===== src/rtl/cache_bank_requester.sv =====
// ---------------------------------------------------------------------------
// cache_bank_requester
//
// Initiator side of a single-bank cache request/acknowledge link. Load
// addresses from the core are queued in a small FIFO and issued one at a
// time to the bank as single-cycle Cache_Req pulses. The block then waits
// for the one-cycle Cache_Ack, captures the data and returns it to the
// core as a one-cycle response pulse. A request that is never acknowledged
// is abandoned after TIMEOUT wait cycles and reported with Core_Resp_Err.
//
// Ports
//   CLK, RST            clock (rising edge) and asynchronous active-high reset
//   Core_Req_Valid/Addr core request; accepted when Core_Req_Ready is high
//   Core_Req_Ready      FIFO has room (occupancy below DEPTH)
//   Core_Resp_Valid     one-cycle response pulse
//   Core_Resp_Addr/Data address and data of the response (data 0 on error)
//   Core_Resp_Err       response is a timeout
//   Cache_Req           one-cycle request pulse to the bank
//   Cache_AddrOut       request address, held until the request completes
//   Cache_Ack/DataIn    bank acknowledge and data
//   Pending_Count       FIFO occupancy including the in-flight entry
//   Stray_Ack_Count     acks seen while idle, saturating at 255
// ---------------------------------------------------------------------------
module cache_bank_requester #(
    parameter int ADDR_W  = 32,
    parameter int DATA_W  = 32,
    parameter int DEPTH   = 4,
    parameter int TIMEOUT = 15
) (
    input  logic                       CLK,
    input  logic                       RST,
    input  logic                       Core_Req_Valid,
    input  logic [ADDR_W-1:0]          Core_Req_Addr,
    output logic                       Core_Req_Ready,
    output logic                       Core_Resp_Valid,
    output logic [ADDR_W-1:0]          Core_Resp_Addr,
    output logic [DATA_W-1:0]          Core_Resp_Data,
    output logic                       Core_Resp_Err,
    output logic                       Cache_Req,
    output logic [ADDR_W-1:0]          Cache_AddrOut,
    input  logic                       Cache_Ack,
    input  logic [DATA_W-1:0]          Cache_DataIn,
    output logic [$clog2(DEPTH):0]     Pending_Count,
    output logic [7:0]                 Stray_Ack_Count
);

    localparam int PTR_W  = $clog2(DEPTH);
    localparam int CNT_W  = PTR_W + 1;
    localparam int WCNT_W = $clog2(TIMEOUT);

    typedef enum logic {
        ST_IDLE,
        ST_WAIT
    } state_t;

    state_t state_reg, state_next;

    logic [ADDR_W-1:0] fifo_mem [DEPTH];
    logic [PTR_W-1:0]  wr_ptr_reg;
    logic [PTR_W-1:0]  rd_ptr_reg;
    logic [CNT_W-1:0]  count_reg;

    logic [WCNT_W-1:0] wait_cnt_reg, wait_cnt_next;
    logic              req_reg, req_next;
    logic [ADDR_W-1:0] addr_out_reg, addr_out_next;
    logic              resp_valid_reg, resp_valid_next;
    logic [ADDR_W-1:0] resp_addr_reg, resp_addr_next;
    logic [DATA_W-1:0] resp_data_reg, resp_data_next;
    logic              resp_err_reg, resp_err_next;
    logic [7:0]        stray_reg, stray_next;

    logic push;
    logic pop;

    // Ready is held low while reset is asserted so that every output reads
    // zero during reset; it rises as soon as reset is released.
    assign Core_Req_Ready = !RST && (count_reg < CNT_W'(DEPTH));
    assign push           = Core_Req_Valid && Core_Req_Ready;

    // FIFO storage: no reset, so it can map onto RAM resources. Contents
    // are meaningless after reset because the pointers and count restart.
    always_ff @(posedge CLK) begin
        if (push) begin
            fifo_mem[wr_ptr_reg] <= Core_Req_Addr;
        end
    end

    // Pointers and occupancy. Pointers wrap naturally since DEPTH is a
    // power of two. The head stays in the FIFO while in flight and is only
    // popped when its request completes (ack or timeout).
    always_ff @(posedge CLK or posedge RST) begin
        if (RST) begin
            wr_ptr_reg <= '0;
            rd_ptr_reg <= '0;
            count_reg  <= '0;
        end else begin
            if (push) begin
                wr_ptr_reg <= wr_ptr_reg + PTR_W'(1);
            end
            if (pop) begin
                rd_ptr_reg <= rd_ptr_reg + PTR_W'(1);
            end
            case ({push, pop})
                2'b10:   count_reg <= count_reg + CNT_W'(1);
                2'b01:   count_reg <= count_reg - CNT_W'(1);
                default: count_reg <= count_reg;
            endcase
        end
    end

    // State and registered outputs
    always_ff @(posedge CLK or posedge RST) begin
        if (RST) begin
            state_reg      <= ST_IDLE;
            wait_cnt_reg   <= '0;
            req_reg        <= 1'b0;
            addr_out_reg   <= '0;
            resp_valid_reg <= 1'b0;
            resp_addr_reg  <= '0;
            resp_data_reg  <= '0;
            resp_err_reg   <= 1'b0;
            stray_reg      <= '0;
        end else begin
            state_reg      <= state_next;
            wait_cnt_reg   <= wait_cnt_next;
            req_reg        <= req_next;
            addr_out_reg   <= addr_out_next;
            resp_valid_reg <= resp_valid_next;
            resp_addr_reg  <= resp_addr_next;
            resp_data_reg  <= resp_data_next;
            resp_err_reg   <= resp_err_next;
            stray_reg      <= stray_next;
        end
    end

    // Next-state logic. Cache_Req, Core_Resp_Valid and Core_Resp_Err default
    // to 0 so each is a single-cycle pulse; the bank would treat a second
    // high cycle of Cache_Req as a duplicate request.
    always_comb begin
        state_next      = state_reg;
        wait_cnt_next   = wait_cnt_reg;
        req_next        = 1'b0;
        addr_out_next   = addr_out_reg;
        resp_valid_next = 1'b0;
        resp_addr_next  = resp_addr_reg;
        resp_data_next  = resp_data_reg;
        resp_err_next   = 1'b0;
        stray_next      = stray_reg;
        pop             = 1'b0;

        case (state_reg)
            ST_IDLE: begin
                // Late acks (after a timeout or a reset) land here.
                if (Cache_Ack && (stray_reg != 8'hFF)) begin
                    stray_next = stray_reg + 8'd1;
                end
                if (count_reg != '0) begin
                    req_next      = 1'b1;
                    addr_out_next = fifo_mem[rd_ptr_reg];
                    wait_cnt_next = '0;
                    state_next    = ST_WAIT;
                end
            end
            ST_WAIT: begin
                // An ack on the timeout cycle wins and completes normally.
                if (Cache_Ack) begin
                    resp_valid_next = 1'b1;
                    resp_data_next  = Cache_DataIn;
                    resp_addr_next  = addr_out_reg;
                    pop             = 1'b1;
                    state_next      = ST_IDLE;
                end else if (wait_cnt_reg == WCNT_W'(TIMEOUT - 1)) begin
                    resp_valid_next = 1'b1;
                    resp_err_next   = 1'b1;
                    resp_data_next  = '0;
                    resp_addr_next  = addr_out_reg;
                    pop             = 1'b1;
                    state_next      = ST_IDLE;
                end else begin
                    wait_cnt_next = wait_cnt_reg + WCNT_W'(1);
                end
            end
            default: begin
                state_next = ST_IDLE;
            end
        endcase
    end

    assign Cache_Req       = req_reg;
    assign Cache_AddrOut   = addr_out_reg;
    assign Core_Resp_Valid = resp_valid_reg;
    assign Core_Resp_Addr  = resp_addr_reg;
    assign Core_Resp_Data  = resp_data_reg;
    assign Core_Resp_Err   = resp_err_reg;
    assign Pending_Count   = count_reg;
    assign Stray_Ack_Count = stray_reg;

endmodule


===== config.mk =====
export PLATFORM = sky130hd
export DESIGN_NAME = cache_bank_requester
export DESIGN_NICKNAME = d
export VERILOG_FILES = /design/src/rtl/cache_bank_requester.sv
export SDC_FILE = /design/constraint.sdc
export NUM_CORES = 1
export LEC_CHECK = 0
export CELL_PAD_IN_SITES_DETAIL_PLACEMENT = 0
export CELL_PAD_IN_SITES_GLOBAL_PLACEMENT = 1
export CORE_MARGIN = 2
export CORE_UTILIZATION = 45
export CTS_CLUSTER_DIAMETER = 150
export CTS_CLUSTER_SIZE = 10
export DETAILED_ROUTE_END_ITERATION = 8
export PLACE_DENSITY_LB_ADDON = 0.1
export SLEW_MARGIN = 20
export SYNTH_ARGS = -nofsm -noshare
export SYNTH_HDL_FRONTEND = slang
export SYNTH_SLANG_ARGS = --single-unit

===== constraint.sdc =====
create_clock -name CLK -period 9.35 [get_ports CLK]
set_input_delay 0.935 -clock CLK [delete_from_list [all_inputs] [get_ports CLK]]
set_output_delay 0.935 -clock CLK [all_outputs]
set_load 0.02 [all_outputs]

==> metrics.yaml <==
async_flop_share_pct: 48.2
cp-end-kind: "output port"
synth_top_area_share_pct: 40.8
clk_latency_ps: 520
start_util_pct: 46.2
nets: 745
required_ps: 8420
synth_area_mm2: 0.00943
ant_nets: 0
routedWlPerCell_um: 19.4
dieHeight_um: 149
antenna_found_initial: 0
largest_register_ffs: 128
totalWireLength_um: 18600
cts_tree: "built"
mostFrequentLayoutCells: "clkdlybuf4s50_1, edfxtp_1, dfrtp_1"
reg2reg_depth: 6
critPathMaxFanout: 6
crit_path_frequent_cell: "clkdlybuf4s50_1"
hold_depth: 1
placedInstanceArea_mm2: 0.0114
synth_top_area_cell: "edfxtp_1"
path_buf_inv: 2
cp_top_family: "buffers and inverters"
fin_hold_ws_ps: 500
place_congestion: 0.707
stdcell_area_mm2: 0.0122
numCtsBuffers: 28
path_cells: "clkdlybuf4s50_1, nor2_1, clkdlybuf4s50_1"
grt_max_degree: 83
regArea_mm2: 0.00682
path_clk_slew_ps: 50
syn-num-nets: 556
synth_cells: 479
yosysWarnings: 0
cp-start-kind: "input port"
ios: 179
port_buffers: 178
min_from: "Core_Resp_Data[10]$_DFFE_PP0P_"
clk_path_buf_depth: 3
synth_edf_count: 128
regToRegSetupSlack_ps: 7020
cts_root_buf: "clkbuf_16"
peakVddDrop_mv: 0.214
dp.final_hpwl_um: 11300
cts.sinks: 247
cts_hold_buf: 0
min_to: "Core_Resp_Data[10]$_DFFE_PP0P_"
final_core_util_pct: 59.9
dr.first_iter.drc_count: 256
final_common_cell: "clkdlybuf4s50_1"
cap_violations: 0
grt_pass1_wl_um: 29400
rsz0062_at_grt: "no"
p_per_area_mw_per_mm2: 349
setup_violations: 0
die_area_mm2: 0.0221
final_cell_count_no_fill: 956
period_share_pct: 34.6
post_cts_resize_count: 0
worst_pin_slew_ps: 943
power_leakage_nw: 4.68
ys_types: 40
drive_above_1_share_pct: 20.3
drc: 0
ys.flop_type: "edfxtp_1"
fillers: 1564
worst_r2r_endpoint: "Core_Resp_Addr[6]$_DFFE_PP0P_"
viasPerCell: 5.18
postSynthAreaPerCell_um2: 19.7
slew_violations: 0
setup_tns_ps: 0
area_growth_pct: 29.7
yosys-top-cells-area: "edfxtp_1, dfrtp_1, mux4_2"
dr.pass1.iters: 4
cts_setup_buffers: 0
htreeDepth: 1
status: "finished, final reports clean"
fmax_mhz: 309
critical-path-max-stage-delay_ps: 660
synth-seq-cells: 247
n_antenna_cell: 0
slowest_stage: "clkdlybuf4s50_1"
dr_total_vias: 4955
r2r_start: "wait_cnt_reg[0]$_DFFE_PP0P_"
finClkSkew_ps: 10.6
place_inst: 908
finalHoldViolations: 0
cp.arrival_ps: 2300
maxSlewHeadroom_pct: 37.1
first_global_vias: 5400
grt.overflow.total: 0
regMostFlops: "fifo_mem"
grtUsageTotal_pct: 17.1
critical_path_class: "in2out"
die_x_um: 149
row_count: 52
multi_input_area_mm2: 0.00241
hold_class: "reg2reg"
yosysSeqAreaShare_pct: 72.3
period_needed_ps: 3230
coreArea_mm2: 0.0204
kinds of logic after synthesis:
logic type / share of synthesized area [%]
mux: 17.1
xor+xnor: 1.11
fa+ha+maj: 1.27
buf+inv: 2.35
compound gates: 3.85
flops: 72.3
simple gates: 1.96
where the power goes:
part           leakage (nW)  total [mW]  internal (mW)  switching (mW)
sequential             2.59        1.69           1.45           0.235
combinational          1.71        1.62          0.900           0.723
clock                 0.383       0.956          0.569           0.387
cells in the mapped netlist (3+ instances only):
| cell | count |
|---|---|
| xor2_1 | 4 |
| a22o_1 | 32 |
| and3_1 | 6 |
| mux4_2 | 28 |
| xnor2_1 | 8 |
| ha_1 | 8 |
| buf_4 | 4 |
| mux2_2 | 38 |
| clkbuf_1 | 5 |
| nor2_1 | 4 |
| nand3_1 | 6 |
| o22ai_1 | 3 |
| mux4_1 | 4 |
| edfxtp_1 | 128 |
| buf_12 | 3 |
| buf_2 | 9 |
| and2_1 | 4 |
| inv_1 | 12 |
| mux2_4 | 28 |
| dfrtp_1 | 119 |
worst register-to-register path: stages (launching register included):
cell	delay, ps
dfrtp_1	390
inv_1	90
ha_1	220
and3_1	240
o21ai_4	140
buf_4	680
mux2_2	450
cell type report:
cell class | instances | share of cell area, %
sequential | 247 | 55.8
multi-input combinational | 197 | 19.7
timing repair buffer | 182 | 14.8
clock buffer | 47 | 6.48
tap | 270 | 2.76
inverter | 12 | 0.389
clock inverter | 1 | 0.0409
through the flow:
step	total power [mW]	worst slack, ps
6_report	4.27	6120
4_1_cts	4.33	6100
3_3_place_gp	3.31	6120
2_1_floorplan	2.68	5260
5_1_grt	4.49	6020
3_5_place_dp	3.35	6100
worst max-delay path by stage:
stage / startpoint / to / slack [ps] / depth (start not counted)
after CTS: RST / Core_Req_Ready / 6100 / 3
after floorplan: RST / Cache_AddrOut[0]$_DFFE_PP0P_ / 5260 / 1
after global routing: RST / Core_Req_Ready / 6020 / 3
after detailed placement: RST / Core_Req_Ready / 6100 / 3
after global placement: RST / Core_Req_Ready / 6120 / 3
final: RST / Core_Req_Ready / 6120 / 3
layer usage:
metal	track usage (%)	share of wire, %	vias up
met1	22.6	43	2526
li1	-	-	2239
met3	3.70	6.7	31
met2	29.1	49	159
met4	4.24	1.7	0
met5	0	0	-
Power figures use the tool's default switching activity.
